File: config.mk
export PLATFORM = sky130hd
export DESIGN_NAME = skid_buffer
export DESIGN_NICKNAME = d
export VERILOG_FILES = /design/src/rtl/skid_buffer.sv
export SDC_FILE = /design/constraint.sdc
export NUM_CORES = 1
export LEC_CHECK = 0
export CORE_UTILIZATION = 47
export CTS_CLUSTER_SIZE = 28
export DETAILED_ROUTE_END_ITERATION = 6
export GPL_TIMING_DRIVEN = 1
export PLACE_DENSITY = 0.74
export SLEW_MARGIN = 20
export SYNTH_ARGS = -nofsm -noshare
export SYNTH_HDL_FRONTEND = slang
export SYNTH_SLANG_ARGS = --single-unit
File: constraint.sdc
create_clock -name clk -period 2.1 [get_ports clk]
set_clock_uncertainty 0.05 [all_clocks]
set_input_delay 0.42 -clock clk [delete_from_list [all_inputs] [get_ports clk]]
set_output_delay 0.42 -clock clk [all_outputs]
set_load 0.01 [all_outputs]
File: src/rtl/skid_buffer.sv
// Two-entry valid/ready skid buffer with registered handshake outputs.
// Ports: clk, async_rst_n, s_valid/s_data/s_ready in, m_valid/m_data/m_ready out, level.
module skid_buffer #(
  parameter int WIDTH = 4
) (
  input  logic             clk,
  input  logic             async_rst_n,
  input  logic             s_valid,
  input  logic [WIDTH-1:0] s_data,
  output logic             s_ready,
  output logic             m_valid,
  output logic [WIDTH-1:0] m_data,
  input  logic             m_ready,
  output logic [1:0]       level
);

  typedef enum logic [1:0] {
    EMPTY = 2'd0,
    BUSY  = 2'd1,
    FULL  = 2'd2
  } state_t;

  state_t           state_q;
  logic [WIDTH-1:0] main_q;
  logic [WIDTH-1:0] skid_q;
  logic             in_hs;
  logic             out_hs;

  assign in_hs  = s_valid & s_ready;
  assign out_hs = m_valid & m_ready;
  assign m_data = main_q;

  // Outputs are registered alongside the state so that neither
  // s_ready nor m_valid has a combinational path from the inputs.
  // s_ready is held low in reset; the first edge after release
  // lands in EMPTY with in_hs=0 and simply raises it.
  always_ff @(posedge clk or negedge async_rst_n) begin
    if (!async_rst_n) begin
      state_q <= EMPTY;
      main_q  <= '0;
      skid_q  <= '0;
      s_ready <= 1'b0;
      m_valid <= 1'b0;
      level   <= 2'd0;
    end else begin
      unique case (state_q)
        EMPTY: begin
          if (in_hs) begin
            main_q  <= s_data;
            state_q <= BUSY;
            s_ready <= 1'b1;
            m_valid <= 1'b1;
            level   <= 2'd1;
          end else begin
            s_ready <= 1'b1;
            m_valid <= 1'b0;
            level   <= 2'd0;
          end
        end
        BUSY: begin
          unique case (1'b1)
            (in_hs && out_hs): begin
              main_q <= s_data;
            end
            (in_hs && !out_hs): begin
              skid_q  <= s_data;
              state_q <= FULL;
              s_ready <= 1'b0;
              level   <= 2'd2;
            end
            (!in_hs && out_hs): begin
              state_q <= EMPTY;
              m_valid <= 1'b0;
              level   <= 2'd0;
            end
            default: begin
            end
          endcase
        end
        FULL: begin
          if (out_hs) begin
            main_q  <= skid_q;
            state_q <= BUSY;
            s_ready <= 1'b1;
            level   <= 2'd1;
          end
        end
        default: begin
          state_q <= EMPTY;
          s_ready <= 1'b1;
          m_valid <= 1'b0;
          level   <= 2'd0;
        end
      endcase
    end
  end

endmodule

# [Yosys cells after proc, flatten, opt, wreduce, memory -nomap -nowiden]
# Index checks and enable logic that the tools add are counted.
[totals] reg_bits=14 output_inout_bits=8 wordCells=46
[classes] n_eq_ne=8 muxes=16 bitwise=3 n_reduce_logical=13
[op_table] op="4-bit 2-to-1 mux" n=3
[op_table] op="2-bit one-hot mux with 3 select lines" n=2
[op_table] op="4-bit one-hot mux with 3 select lines" n=1
[op_table] op="2-bit inequality test, second input constant" n=5
[op_table] op="2-bit AND reduction" n=4
[op_table] op="1-bit 2-to-1 mux" n=5
[op_table] op="2-bit 2-to-1 mux" n=2
[op_table] op="2-bit one-hot mux with 2 select lines" n=1
[op_table] op="4-bit AND reduction" n=1
[op_table] op="1-bit logical AND" n=3
[op_table] op="3-bit inequality test, second input constant" n=1
[op_table] op="1-bit one-hot mux with 3 select lines" n=1
[op_table] op="3-bit AND reduction" n=1
[op_table] op="3-bit nonzero test" n=1
[op_table] op="1-bit bitwise AND" n=2
[op_table] op="2-bit by 1-bit equality test with 1-bit output, second input constant" n=1
[op_table] op="2-bit equality test, second input constant" n=1
[op_table] op="1-bit zero test" n=2
[op_table] op="2-bit zero test" n=1
[op_table] op="1-bit one-hot mux with 2 select lines" n=1
[op_table] op="1-bit NOT" n=1

# [Logic depth before layout (Yosys ltp)]
[logic_depth] depth_word=5 mapped_depth=6 depth_no_buf=4

# [Least setup slack after synthesis]
# No wires, ideal clock.
[synth_timing] kind="register to register" startpoint="reg state_q[1]" endpoint="reg main_q[0], in the netlist m_data[0]" arrival_time_ps=1450 required_time_ps=1925 path_slack_ps=475 stages_incl_launch_ff=7 n_path_buf=2 synth_period_minus_slack_ps=1625 path_cell_list="dfrtp_1 -> buf_6 -> nor2b_4 -> buf_6 -> o21bai_4 -> a31oi_4 -> mux2_2"
[synth_via] elab_chain_len=3
[synth_rtl] element="from (decl)" line="23" text="state_t state_q;"
[synth_rtl] element="from (signal assigned)" line="39" text="state_q <= EMPTY;"
[synth_rtl] element="from (signal assigned)" line="50" text="state_q <= BUSY;"
[synth_rtl] element="from (signal assigned)" line="67" text="state_q <= FULL;"
[synth_rtl] element="2-bit by 1-bit equality test with 1-bit output, or another cell as far along" line="46" text="unique case (state_q)"
[synth_rtl] element="2-bit inequality test (no line) or 3-bit nonzero test (tied branches)"
[synth_rtl] element="4-bit AND reduction (no line)"
[synth_rtl] element="to (signal assigned)" line="49" text="main_q <= s_data;"
[synth_rtl] element="to (signal assigned)" line="63" text="main_q <= s_data;"
[synth_rtl] element="to (signal assigned)" line="82" text="main_q <= skid_q;"
[synth_rtl] element="to (decl)" line="24" text="logic [WIDTH-1:0] main_q;"
# Several ways; a longest one is shown, not always the timed one.
# A chain may end at the register's enable or synchronous reset.

# [Final worst setup path]
[layout_timing] startpoint="reg m_valid" endpoint="out m_valid"
[layout_rtl] element="from (decl)" line="11" text="output logic m_valid,"
[layout_rtl] element="from (signal assigned)" line="43" text="m_valid <= 1'b0;"
[layout_rtl] element="from (signal assigned)" line="52" text="m_valid <= 1'b1;"
[layout_rtl] element="from (signal assigned)" line="56" text="m_valid <= 1'b0;"
# No word-level cell between the ends.

==> metrics.md <==
| Metric | Value |
|---|---|
| Status | `complete, no violations` |
| Area Growth Syn to Fin | `25.8%` |
| Max-slew headroom | `0.560` |
| Reg clk slew, reported paths | `0.09 ns` |
| Grt total ovfl | `0` |
| Final wirelength | `1400 um` |
| Antenna Nets Post-Route | `0` |
| Nets | `85` |
| Async set-or-reset flop fraction in the synthesized netlist | `1.00` |
| # diodes | `0` |
| PortBufs | `15` |
| Final Max Slew Viols | `0` |
| Cts hold-fix bufs | `0` |
| Distinct cells, synth | `22` |
| CP delay by family, top | `buffers and inverters` |
| Htree depth | `1` |
| Worst-skew pair later-pin latency | `0.28 ns` |
| Crit Path Max Fanout | `7` |
| Seq/Total Area, Yosys | `0.488` |
| Post-DP HPWL | `1020 um` |
| Yosys reg bits | `14` |
| Met2 usage | `0.281` |
| Critical path type | `reg -> out` |
| CTS Buffer Depth | `2` |
| Vias in the first global route | `450` |
| Worst setup SP type | `flip-flop` |
| Max cap viols | `0` |
| Endpoints failing setup | `0` |
| DRC viols | `0` |
| Largest net degree at the start of global routing | `15` |
| Vias | `485` |
| Max Clock Freq | `0.548 GHz` |
| CP arrival | `1.36 ns` |
| Clock root cell | `clkbuf_4` |
| Gate Count Post-Synth | `59` |
| Power Density | `1530 mW/mm^2` |
| Post-synth EDFFs | `0` |
| Die Height | `41.1 um` |
| Initial antenna violation count | `0` |
| Pre-antenna DRT Iters | `2` |
| Core Region | `0.00137 mm^2` |
| Worst min path class | `reg -> reg` |
| Resized Gates After CTS | `0` |
| Met3 Use GR | `0.0598` |
| Final Util | `0.661` |
| WL per Instance | `15.4 um` |
| Met1 global-route usage | `0.276` |
| Count leader, synth | `dfrtp_1` |
| First-pass GRT wire length | `2060 um` |
| Layout cells sized above 1 | `0.276` |
| CP Buf/Inv Count | `1` |
| Synth top area share | `0.488` |
| Setup Buffers After CTS | `0` |
| Global-route usage over all layers | `0.200` |
| Cell Area, Synth | `718 um^2` |
| TritonCTS clock tree | `built` |
| Pleak | `0.000375 uW` |
| Slowest stage delay, CP | `0.59 ns` |
| FP Rows | `13` |
| # fillers | `119` |
| Post-synth top area cell | `dfrtp_1` |
| Synthesized area per cell | `12.2 um^2` |
| YS warnings | `0` |
| R2r startpoint | `state_q[1]` |
| Critical Path Sink Type | `primary output` |
| Mapped Nets | `67` |
| Most used DFF post-synth | `dfrtp_1` |
| Hold Crit Depth | `1` |
| Worst path required time | `1.63 ns` |
| Crit-path cells | `clkdlybuf4s50_1` |
| Synth top cells by count | `14 x dfrtp_1, 12 x mux2_2, 5 x nand2_1` |
| RR Endpoint | `m_data[1]` |
| Clock sink total | `14` |
| Peak VDD IR | `0.750 mV` |
| Cell count of the worst reg-to-reg path | `4` |
| Final Wtd Congestion | `0.678` |
| CP max stage cell | `clkdlybuf4s50_1` |
| Least-Margin Pin Slew | `0.658 ns` |
| Die Width | `41.1 um` |
| Vias per Instance | `5.33` |
| Setup_tns | `0 ns` |
| Top-Level Pins | `16` |
| DIE AREA | `0.00169 mm^2` |
| RSZ-0062 raised after global routing | `no` |
| 1st-iter DRT viols | `3` |
| Reg2reg setup slack | `0.40 ns` |
| Hold_sp | `skid_q[2]` |
| CTS Buf Count | `3` |
| Synth area leaders | `dfrtp_1 49%, mux2_2 19%, buf_6 3.1%` |
| Crit path time final | `1.83 ns` |
| GRT Max-Usage Layer | `met2` |
| Tcrit/Tclk final | `0.870` |
| Starting density of the core | `0.526` |
| Final Hold Fails | `0` |
| Hold Path End | `skid_q[2]` |
[flip-flops by register name, indices dropped and copies added, names as in the netlist]
register	count
state_q	2
m_valid	1
skid_q	4
level	2
s_ready	1
m_data	4
[worst max-delay path by stage]
stage	cells past startpoint	start	to	slack, ns
global placement	4	s_valid	skid_q[1]	0.16
floorplan	6	state_q[1]	m_data[0]	0.48
detailed placement	5	s_valid	m_data[1]	0.07
global route	1	m_valid	m_valid	0.20
finish	1	m_valid	m_valid	0.27
CTS	1	m_valid	m_valid	0.27
[cells by family after synthesis]
logic type	count (synthesis)	share of synthesized area
AO/OA/AOI/OAI	11	0.139
adder cells (fa/ha/maj)	1	0.0139
buffers and inverters	4	0.0435
flip-flops	14	0.488
multiplexers	12	0.188
AND/OR/NAND/NOR	17	0.127
[report_power, final]
part	internal (uW)	switching (uW)	leakage (uW)
Clock	106	91.3	0.0000210
Combinational	386	261	0.000186
Sequential	406	128	0.000168
[cell type report]
class                      instances  area [um^2]  area share
clock buffer                       4         36.3      0.0402
inverter                           1         3.75     0.00416
multi-input combinational         41          337       0.373
sequential                        14          350       0.388
tap                               15         18.8      0.0208
timing repair buffer              16          158       0.175
[placed cells by master, fill, tap and decap left out]
cell type	Yosys	final
and3_1	1	1
o21bai_4	1	1
clkbuf_4	0	3
mux2_2	12	12
clkbuf_8	0	1
and2_1	1	1
nor3_1	1	1
o2bb2ai_1	1	1
nor2_1	3	3
inv_1	1	1
a32o_1	1	1
nand3_1	2	2
clkdlybuf4s50_1	0	15
nand3b_1	1	1
a31oi_4	1	1
maj3_1	1	1
dfrtp_1	14	14
o21ai_0	2	2
buf_4	0	1
nand2_1	5	5
a21oi_1	4	4
nor2b_4	1	1
nand2b_1	2	2
a311o_2	1	1
[layer usage]
layer,share of wire,routed length [um]
met1,0.48,669
met2,0.47,662
met3,0.041,57
met4,0.0064,9
met5,0,0
[stage by stage]
stage               cells  hold slack, ns  setup slack (ns)  power, uW  area, um^2
global route           91           0.487             0.199       1470         903
finish                 91           0.463             0.274       1380         903
floorplan              59          0.0744             0.475        975         718
detailed placement     87           0.443            0.0694       1190         867
CTS                    91           0.464             0.265       1400         903
global placement       87           0.433             0.158       1170         867
(Power assumes the default switching activity.)
==> edit 1: new RTL, config.mk and constraints unchanged <==
The parameter `WIDTH` goes from 4 to 3.
--- a/src/rtl/skid_buffer.sv
+++ b/src/rtl/skid_buffer.sv
@@ -1,7 +1,7 @@
 // Two-entry valid/ready skid buffer with registered handshake outputs.
 // Ports: clk, async_rst_n, s_valid/s_data/s_ready in, m_valid/m_data/m_ready out, level.
 module skid_buffer #(
-  parameter int WIDTH = 4
+  parameter int WIDTH = 3
 ) (
   input  logic             clk,
   input  logic             async_rst_n,
Interface: changed (resized m_data and s_data); port bits go from 16 to 14. No check against the original RTL was run, so the function may have changed too.
==> edit 1 against the unedited design <==
Routed wire length is 17% lower; worst setup slack better by 46 ps; area after synthesis is 9.6% lower; final area is 8.0% lower; critical path depth is 6 higher; sequential cell count is 2 lower; maximum frequency is 2.6% higher; critical path type is now input pin to register; critical endpoint is now m_data[2]$_DFFE_PN0P_.
Power is not compared: it rests on default switching activity, and its combinational part moved more than twofold at a synthesized area within 25%.
==> edit 1: results (changes against the unedited design) <==
[outcome]
status = completed  ; unchanged

[logic_synthesis]
seq_area_frac_synth_pct = 46.2  ; was 48.8%
synthTopCellsByArea = dfrtp_1 (46%), mux2_4 (9.2%), mux2_2 (8.7%)  ; was dfrtp_1 (49%), mux2_2 (19%), buf_6 (3.1%)
synth_fp_nets = 63  ; was 67
yosys.area_share.adder_pct = 5.78  ; was 1.39%
ys_types = 21  ; was 22
muxShareOfSynthArea_pct = 17.9  ; was 18.8%
syn_inst = 53  ; was 59
ys_ff_latch = 12  ; was 14

[global_routing]
grt_pass1_vias = 392  ; was 450

[critical_path]
cp-startpoint = m_ready  ; was m_valid$_DFFE_PN0P_
critPathMaxStageDelay_ps = 480  ; was 590 ps
r2r-start = m_valid$_DFFE_PN0P_  ; was state_q[1]$_DFFE_PN0P_

[finish]
fillers = 109  ; was 119
final-seq-area_sq_um = 300  ; was 350 sq um
multi_input_gates = 38  ; was 41
instances_no_fill = 85  ; was 91
num-nonclk-inverters = 2  ; was 1
buffers = 14  ; was 16

[sta]
slew_headroom_pct = 64.3  ; was 56.0%

[drt]
initialDrtViolationCount = 10  ; was 3
wirelength_um = 1160  ; was 1400 um
vias_per_cell = 5.49  ; was 5.33

[placement]
io_buffers = 13  ; was 15

[min_path]
hold_path_class = input pin to asynchronous set/reset pin  ; was register to register

## edit 1: worst paths after layout
check	cells after the start	to	slack [ps]
setup / recovery	7	m_data[2]$_DFFE_PN0P_	320
max in group asynchronous	1	level[0]$_DFFE_PN0P_	1200
min in group clk	1	skid_q[2]$_DFFE_PN0P_	460
setup reg to reg	6	level[1]$_DFFE_PN0P_	420
hold / removal	1	m_valid$_DFFE_PN0P_	440
hold reg to reg	1	skid_q[2]$_DFFE_PN0P_	460
## edit 1: per-layer routing
metal | vias up | wire length [um] | share of wire [%] | global-route usage, %
li1 | 227 | - | - | -
met1 | 231 | 613 | 53 | 27.4
met2 | 9 | 511 | 44 | 23.3
met3 | 0 | 37 | 3.2 | 3.47
met4 | 0 | 0 | 0 | 5.17
met5 | - | 0 | 0 | 0
## edit 1: through the flow
stage | util, % | cell area (sq um)
after global placement | 61.8 | 795
after global routing | 64.7 | 831
after floorplan | - | 649
after detailed placement | 61.8 | 795
after CTS | 64.7 | 831
final | 64.7 | 831
==> edit 2: new RTL, config.mk and constraints unchanged <==
Without the edit above. Encoding of `state_t`: now one-hot (3 bits for 3 states).
--- a/src/rtl/skid_buffer.sv
+++ b/src/rtl/skid_buffer.sv
@@ -14,10 +14,10 @@
   output logic [1:0]       level
 );
 
-  typedef enum logic [1:0] {
-    EMPTY = 2'd0,
-    BUSY  = 2'd1,
-    FULL  = 2'd2
+  typedef enum logic [2:0] {
+    EMPTY = 3'b001,
+    BUSY  = 3'b010,
+    FULL  = 3'b100
   } state_t;
 
   state_t           state_q;
Formal check against the unedited RTL: same outputs for any inputs over 10 cycles, from zero or initial values and one cycle with async_rst_n low; not proved beyond that.
==> edit 2 against the unedited design <==
The run now ends with DRC left; first-iteration DRC count grew to 3.0 times the old value; register-to-register slack better by 70 ps; area after synthesis grew 14%; sequential cell count grew 1; final area up 13%; routed wire length up 16%; cell count grew 19%; global-route usage hardly changed; core utilization decreased by 0.87 points; worst setup slack better by 61 ps; power shrank 14%; highest routed layer unchanged.
==> edit 2: results (changes against the unedited design) <==
[logic_synthesis]
ys_top_cells_by_count = dfrtp_1 (14), inv_1 (8), nand2_1 (5)  ; was dfrtp_1 (14), mux2_2 (12), nand2_1 (5)
seq_area_frac_synth_pct = 46.2  ; was 48.8%
synthTopCellsByArea = dfrtp_1 (43%), mux2_2 (5.5%), ha_1 (4.6%)  ; was dfrtp_1 (49%), mux2_2 (19%), buf_6 (3.1%)
ys_types = 27  ; was 22

[pwr]
cellLeakagePower_nw = 0.446  ; was 0.375 nW
irDropWorstVdd_v = 0.000578  ; was 0.000750 V

[drt]
initialDrtViolationCount = 9  ; was 3
drt_first_pass_iters = 6  ; was 2
vias_per_cell = 5.57  ; was 5.33
drcViolationCount = 2  ; was 0
routedWlPerCell_um = 15.0  ; was 15.4 um

[finish]
final_nets = 104  ; was 85
drive_gt1_share_pct = 17.4  ; was 27.6%
fin_util_pct = 65.2  ; was 66.1%
fillers = 131  ; was 119

[global_routing]
grt_max_degree = 16  ; was 15
grt_pass1_wl_um = 2700  ; was 2060 um
grt.total_usage_pct = 20.0  ; about the same

[critical_path]
critPathArrivalTime_ps = 1910  ; was 1360 ps
critPathMaxStageDelay_ps = 520  ; was 590 ps
crit_fanout = 4  ; was 7

[cts]
numCtsBuffers = 3  ; unchanged

[sta]
period_needed_ps = 1770  ; was 1830 ps
slew_headroom_pct = 55.6  ; was 56.0%
holdWs_ps = 470  ; was 463 ps

[outcome]
violations = DRC
status = finished, violations left  ; was completed

[placement]
gp_congestion = 0.821  ; was 0.678
dp_hpwl_um = 1190  ; was 1020 um
place_area_sq_um = 990  ; was 867 sq um
pre_cts_slack_ps = 54.2  ; was 69.4 ps

[edit 2: cell types whose count changed after synthesis, sizes merged, moves of 2 or more]
cell    before  now
ha           0    3
mux2        12    4
a311oi       0    4
a21o         0    3
nor2         3    1
inv          1    8
nor3b        0    2
nor3         1    4
a211oi       0    4
[edit 2: metal layers]
layer,global-route usage (%),vias up,share of wire [%]
li1,-,303,-
met1,26.1,280,49
met2,30.1,14,43
met3,6.25,5,5.2
met4,9.38,0,2.2
met5,0,-,0
[edit 2: final cells by class]
type	instances	share of cell area [%]
sequential	15	37.0
clock inverter	1	0.492
inverter	8	2.95
clock buffer	3	2.21
multi-input combinational	48	39.1
timing repair buffer	17	16.2
tap	16	1.97
[edit 2: worst paths after layout]
check,startpoint,to,slack [ps],cells past startpoint
max in group asynchronous,async_rst_n,level[1]$_DFFE_PN0P_,1100,1
min in group asynchronous,async_rst_n,m_data[3]$_DFFE_PN0P_,480,1
worst max register to register,state_q[2]$_DFFE_PN0P_,level[0]$_DFFE_PN0P_,470,3
worst min-delay path,skid_q[3]$_DFFE_PN0P_,skid_q[3]$_DFFE_PN0P_,470,1
worst min register to register,skid_q[3]$_DFFE_PN0P_,skid_q[3]$_DFFE_PN0P_,470,1
worst max-delay path,s_valid,m_data[3]$_DFFE_PN0P_,330,7
[edit 2: where the power goes]
part	leakage [nW]	internal (mW)	switching, mW
Sequential	0.178	0.413	0.125
Clock	0.0177	0.0710	0.0926
Combinational	0.250	0.285	0.196
Total	0.446	0.769	0.414
[edit 2: cell families after synthesis]
group / share of synthesized area [%]
adders and majority gates: 4.60
buffers and inverters: 5.06
DFF: 46.2
and+or+nand+nor: 20.7
muxes: 5.52
AOI/OAI and AO/OA: 17.9
[edit 2: metrics by stage]
step                total power, mW  std cells
finish                         1.18        108
global placement               1.01        104
detailed placement             1.02        104
CTS                            1.19        108
global route                   1.26        108
floorplan                     0.817         72
